--- config.mk ---
export PLATFORM = sky130hd
export DESIGN_NAME = vec_issue_ctrl
export DESIGN_NICKNAME = d
export VERILOG_FILES = /design/src/rtl/vec_issue_ctrl.sv
export SDC_FILE = /design/constraint.sdc
export NUM_CORES = 1
export LEC_CHECK = 0
export CORE_MARGIN = 4
export CORE_UTILIZATION = 55
export DETAILED_ROUTE_END_ITERATION = 6
export PLACE_DENSITY = 0.84
export SYNTH_ARGS = -nofsm -noshare
export SYNTH_HDL_FRONTEND = slang
export SYNTH_SLANG_ARGS = --single-unit
--- constraint.sdc ---
create_clock -name clk -period 5.27 [get_ports clk]
set_clock_uncertainty 0.15 [all_clocks]
set_input_delay 0.527 -clock clk [delete_from_list [all_inputs] [get_ports clk]]
set_output_delay 0.527 -clock clk [all_outputs]
set_load 0.01 [all_outputs]
--- src/rtl/vec_issue_ctrl.sv ---
// vec_issue_ctrl: vector issue sequencer driving start/FU/VL/mask broadcasts to the register files
module vec_issue_ctrl #(
    parameter int NREG      = 8,
    parameter int LOGDEPTH  = 6,
    parameter int RES_EXTRA = 4
) (
    input  logic                clk,
    input  logic                rst,
    input  logic                i_valid,
    input  logic [2:0]          i_vi,
    input  logic [2:0]          i_vj,
    input  logic [2:0]          i_vk,
    input  logic                i_use_vj,
    input  logic                i_use_vk,
    input  logic [2:0]          i_fu,
    input  logic [LOGDEPTH:0]   i_vl,
    input  logic [63:0]         i_vm,
    input  logic [NREG-1:0]     i_busy,
    input  logic [NREG-1:0]     i_chain_n,
    output logic                o_ack,
    output logic                o_illegal,
    output logic [NREG-1:0]     o_vread_start,
    output logic [NREG-1:0]     o_vwrite_start,
    output logic [2:0]          o_fu,
    output logic [3:0]          o_fu_time,
    output logic [LOGDEPTH:0]   o_vector_length,
    output logic [63:0]         o_vector_mask,
    output logic [7:0]          o_fu_busy
);
    typedef enum logic [1:0] {IDLE, CHECK, ISSUE, REJECT} state_t;
    localparam logic [LOGDEPTH:0] VL_MAX = (LOGDEPTH+1)'(1 << LOGDEPTH);
    localparam logic [3:0] FU_TIME [8] = '{4'd2, 4'd4, 4'd3, 4'd7, 4'd6, 4'd14, 4'd6, 4'd7};
    state_t            state;
    logic [2:0]        vi, vj, vk, fu;
    logic              use_vj, use_vk;
    logic [LOGDEPTH:0] vl;
    logic [63:0]       vm;
    logic [7:0]        cnt [8];
    logic              bad, j_ok, k_ok, go;
    logic [NREG-1:0]   rd_mask;
    always_comb begin
        bad = i_vl == '0 || i_vl > VL_MAX || (i_use_vj && i_vj == i_vi) || (i_use_vk && i_vk == i_vi);
        // a busy source is still readable during its chain slot
        j_ok = !use_vj || !i_busy[vj] || !i_chain_n[vj];
        k_ok = !use_vk || !i_busy[vk] || !i_chain_n[vk];
        go = cnt[fu] == '0 && !i_busy[vi] && j_ok && k_ok;
        rd_mask = (NREG'(use_vj) << vj) | (NREG'(use_vk) << vk);
        for (int f = 0; f < 8; f++) o_fu_busy[f] = cnt[f] != '0;
    end
    always_ff @(posedge clk) begin
        if (rst) begin
            state <= IDLE;
            o_ack <= 1'b0;
            o_illegal <= 1'b0;
            o_vread_start <= '0;
            o_vwrite_start <= '0;
            o_fu <= '0;
            o_fu_time <= '0;
            o_vector_length <= '0;
            o_vector_mask <= '0;
            for (int f = 0; f < 8; f++) cnt[f] <= '0;
        end else begin
            o_ack <= 1'b0;
            o_illegal <= 1'b0;
            o_vread_start <= '0;
            o_vwrite_start <= '0;
            for (int f = 0; f < 8; f++) if (cnt[f] != '0) cnt[f] <= cnt[f] - 8'd1;
            case (state)
                IDLE: if (i_valid && !o_ack) begin
                    // o_ack still high here means the host has not yet dropped the rejected request
                    vi <= i_vi;
                    vj <= i_vj;
                    vk <= i_vk;
                    use_vj <= i_use_vj;
                    use_vk <= i_use_vk;
                    fu <= i_fu;
                    vl <= i_vl;
                    vm <= i_vm;
                    state <= bad ? REJECT : CHECK;
                end
                CHECK: if (go) begin
                    state <= ISSUE;
                    o_vread_start <= rd_mask;
                    o_vwrite_start <= NREG'(1) << vi;
                    o_fu <= fu;
                    o_fu_time <= FU_TIME[fu];
                    o_vector_length <= vl;
                    o_vector_mask <= vm;
                    o_ack <= 1'b1;
                    cnt[fu] <= 8'(vl) + 8'(RES_EXTRA);
                end
                ISSUE: state <= IDLE;
                REJECT: begin
                    o_ack <= 1'b1;
                    o_illegal <= 1'b1;
                    state <= IDLE;
                end
                default: state <= IDLE;
            endcase
        end
    end
endmodule

After elaboration in Yosys (flattened, before gate mapping)
Memory sizes are Yosys's and may differ from the RTL's. A register that Yosys moved wholly into a read port is not among the register bits.
Index checks and enable logic that the tools add are counted.

cells by class
  multiplexer cells = 55
  reduce and logical (&&, ||, !) cells = 37
  magnitude comparators = 4
  bitwise logic cells = 13
  add/sub/neg operators = 9
  eq/ne operators = 7
  shift-type cells = 3

operators by type and width
  cell                                                                  number
  8-bit 2-to-1 mux                                                      8
  8-bit nonzero test                                                    8
  8-bit by 1-bit subtractor with 8-bit output, second input constant    8
  1-bit 2-to-1 mux                                                      36
  1-bit by 3-bit << shifter with 8-bit output                           2
  1-bit binary-select mux with 3-bit select                             5
  3-bit by 4-bit < comparator with 1-bit output, second input constant  3
  7-bit by 3-bit adder with 8-bit output, second input constant         1
  1-bit logical NOT                                                     8
  8-bit logical NOT                                                     1
  1-bit bitwise OR                                                      8
  8-bit bitwise OR                                                      1
  1-bit by 3-bit << shifter with 8-bit output, first input constant     1
  7-bit greater-than comparator, second input constant                  1
  7-bit logical NOT                                                     1
  1-bit logical OR                                                      7
  3-bit == test                                                         2
  1-bit logical AND                                                     6
  2-bit 2-to-1 mux                                                      3
  2-bit one-hot mux with 3 select lines                                 1
  2-bit == test, second input constant                                  2
  2-bit inequality test, second input constant                          2
  3-bit inverter with 4-bit output                                      1
  2-bit AND reduction                                                   2
  8 further kinds                                                       10

storage, ports and cells
  bits in writable memories = 64
  output and inout port bits = 104
  logic and storage cells = 146
  flip-flop bits (word level) = 179
  memory bits (read-only) = 32
  memories = 2

memory list
  name              words  bits a word  rd ports  clocked after memory_dff  write ports  line  RTL
  cnt               8      8            9         1                         9            38    logic [7:0] cnt [8];
  (name not given)  8      4            1         1                         0            86    o_fu_time <= FU_TIME[fu];

Depth between registers and ports, before layout
  depth in word-level cells = 11
  mapped depth = 10
  depth with buffers taken out = 7

Worst setup path after synthesis
No wires, ideal clock.

  path type = input-to-reg
  start = in i_valid
  end = reg fu[0], enable pin
  data arrival time = 3.050 ns
  setup time = 0.441 ns
  data required time = 4.679 ns
  path slack = 1.629 ns
  stages = 3
  cell sequence = or3b_2 > or3_1 > inv_1

between the ends
  cells in the longest elaborated chain, start to end = 2

RTL lines
  item                                  line  RTL
  start, declared                       9     input logic i_valid,
  1-bit logical AND                     69    IDLE: if (i_valid && !o_ack) begin
  3-bit AND reduction (no source line)  -
  end signal, assigned                  76    fu <= i_fu;
  end, declared                         34    logic [2:0] vi, vj, vk, fu;

No other way between the ends.
A chain may end at the register's enable or synchronous reset.

==> metrics <==
Yosys top cell area share=40.21%; Rows=51; Clock Latency Late Sink=0.54 ns; Sink Count=250; register bit total from synthesis=250; DRC Markers=0; Iteration-0 DRC Markers=roughly 680; sequential share of the synthesized area=58.38%; worst vdd ir=about 0.29 mV; Bufs and invs on worst path=0; clk buf depth=3; Die H=150.2 µm; DP Area=13320 µm²; post-synthesis instance total=approximately 1k; post-route insts no fill=about 1.5k; critical path start-end classification=flip-flop to flip-flop; vias in the first global route=8806; Post-synth top flop=edfxtp_1; Syn. warnings=0; Starting Density=56.61%; synthesized net count=1123; Area Overhead vs Synth=27.35%; aggregate global-route resource usage=26.60%; CP max-delay cell=and4_4; Die Area=22570 µm²; CP top delay family=simple AND/OR/NAND/NOR gates; top post-synthesis cells by area=edfxtp_1 40%, dfxtp_1 18%, nand3_1 4.0%; Core Region=19650 µm²; ANT cells=0; global-route wire length before repair=47090 µm; power density over the cells=433.4 nW/µm²; RD Place Congestion=0.8691; CP peak stage delay=0.80 ns; final max-slew violation count=0; setup_tns=0 ns; Worst Path Max Fanout=46; minimum clock period=3.871 ns; routed via count=8793; worst slew pin tran=1.077 ns; post-route cell area=14170 µm²; TritonCTS Buffers=26; pin count of the biggest net entering global routing=83; Final Hold Viols=0; synthesized area=11130 µm²; hold_ws=0.3232 ns; IO Port Bufs=207; reg2reg setup slack=between 1 and 1.5 ns; Hold/Removal Path Class=flip-flop to flip-flop; Post-synth top cells=149 x edfxtp_1, 101 x dfxtp_1, 90 x nand3_1, 86 x a21oi_1, 80 x nand2_1; P_leak=5.268 nW; io pins=208; initial antenna violation count=0; WP data required=5.30 ns; depth of the CTS H-tree=1; Root Driver=clkbuf_16; CTS Hold Bufs=0; Nets=1307; total routed wirelength=between 30000 and 40000 µm; post-CTS sizing=0; Post-Syn Area per Cell=11.08 µm²; routed length per placed instance=20.70 µm; relative slew slack=~28%; CTS clk-pin slew, worst paths=~0.06 ns; CP Launch Type=flip-flop; max_cap viols=0; # Post-CTS Setup Buffers=0; share of post-route cells with drive strength above 1=under 10%; Detailed Routing Iterations Pass 1=7; CP Capture Type=flip-flop; asr flop ratio synth=0%; Die Wd=approximately 150 µm; remaining antenna violation count after routing=0; placed cell count=1425; Yosys cell types=a little over 60; crit-path cells=nand3_1, o21ai_0, a2111oi_0, and4_4, nand4_2, nand4_1; Fmax=0.2583 GHz; outcome=finished, final reports clean; RSZ-0062 raised after global routing=no; number of synthesized flops with an enable pin=149; Via-to-Cell Ratio=5.969; final worst path period share=73.46%; most common cell in the netlist=edfxtp_1; HPWL Detailed=20840 µm; crit path DAT=between 3 and 4 ns; area leader, netlist=edfxtp_1; final global-route overflow total=0; CTS tree=yes; Final setup viols=0
-- state kept, by name (all words and copies together), names as in the netlist, 4 cells and up, named ones only --
signal / flops
cnt: 64
o_vector_mask: 64
vm: 64
o_vread_start: 8
o_vwrite_start: 8
o_vector_length: 7
vl: 7
o_fu_time: 4
-- path summary, 6_finish.rpt --
path / start / endpoint / depth (start not counted)
setup reg to reg: vj[2]$_DFFE_PP_ / cnt[7][6]$_DFFE_PP_ / 6
setup / recovery: vj[2]$_DFFE_PP_ / cnt[7][6]$_DFFE_PP_ / 6
hold reg to reg: o_vector_length[4]$_SDFFE_PP0N_ / o_vector_length[4]$_SDFFE_PP0N_ / 2
hold / removal: o_vector_length[4]$_SDFFE_PP0N_ / o_vector_length[4]$_SDFFE_PP0N_ / 2
-- power by group --
group	total [W]	switching [W]	internal, W
clock network	0.00178	0.000747	0.00103
registers	0.00268	0.000235	0.00245
logic	0.00168	0.000967	0.000716
-- layout make-up --
cell class	instances	area, µm²
multi-input combinational	668	4264
clock inverter	7	57.56
tap	265	331.6
timing repair buffer	215	2130
clock buffer	41	788.3
fill	1336	5484
sequential	250	6496
inverter	27	102.6
-- worst reg2reg max path: stages (launching register included) --
cell       delay [ns]
edfxtp_1         0.58
nand3_1          0.19
o21ai_0          0.10
a2111oi_0        0.76
and4_4           0.80
nand4_2          0.46
nand4_1          0.47
-- cells in the final DEF, fill, tap and decap left out, types with 5 or more instances in the layout --
cell type,netlist,layout
clkdlybuf4s50_1,0,206
edfxtp_1,149,149
dfxtp_1,101,101
nand3_1,90,89
a21oi_1,86,86
nand2_1,80,80
o21ai_0,79,79
nor2_1,43,43
mux2i_1,43,43
nor3_1,31,31
xor2_1,27,27
clkbuf_16,0,27
xnor2_1,26,26
inv_1,26,25
mux2_2,22,22
ha_1,15,15
nor4_1,11,11
nand4_1,11,11
nor2b_1,9,9
buf_4,6,9
and2_1,8,8
clkbuf_1,33,8
or4_1,7,7
nand3b_1,7,7
nand4_2,6,6
clkbuf_8,0,6
a211o_1,5,5
clkinv_2,0,5
-- logic make-up (layout without fill, tap and decap cells) --
family | Yosys count | after routing | share of synthesized area (%)
flops | 250 | 250 | 58.38
xor+xnor | 53 | 53 | 4.172
mux | 67 | 67 | 6.533
fa+ha+maj | 15 | 15 | 1.687
compound gates | 198 | 198 | 9.997
simple gates | 335 | 335 | 15.86
buf+inv | 86 | 290 | 3.373
-- per-layer routing --
layer  track usage [%]  part of all wire, %  up-vias
met3             7.285                  8.9       76
met4             8.692                  3.5        0
met1             33.24                   38     4234
met2             45.01                   49      423
li1                  -                    -     4060
met5                 0                    0        -
-- stage by stage --
| stage | total power (W) | worst slack, ns | utilization, % |
|---|---|---|---|
| floorplan | 0.003849 | 1.629 | - |
| detailed placement | 0.004370 | 1.157 | 67.79 |
| global route | 0.006451 | 1.154 | 72.10 |
| CTS | 0.006149 | 1.440 | 72.10 |
| global placement | 0.004308 | 1.307 | 67.79 |
| finish | 0.006141 | 1.399 | 72.10 |
Note: power is estimated with default switching activity, not from simulation.
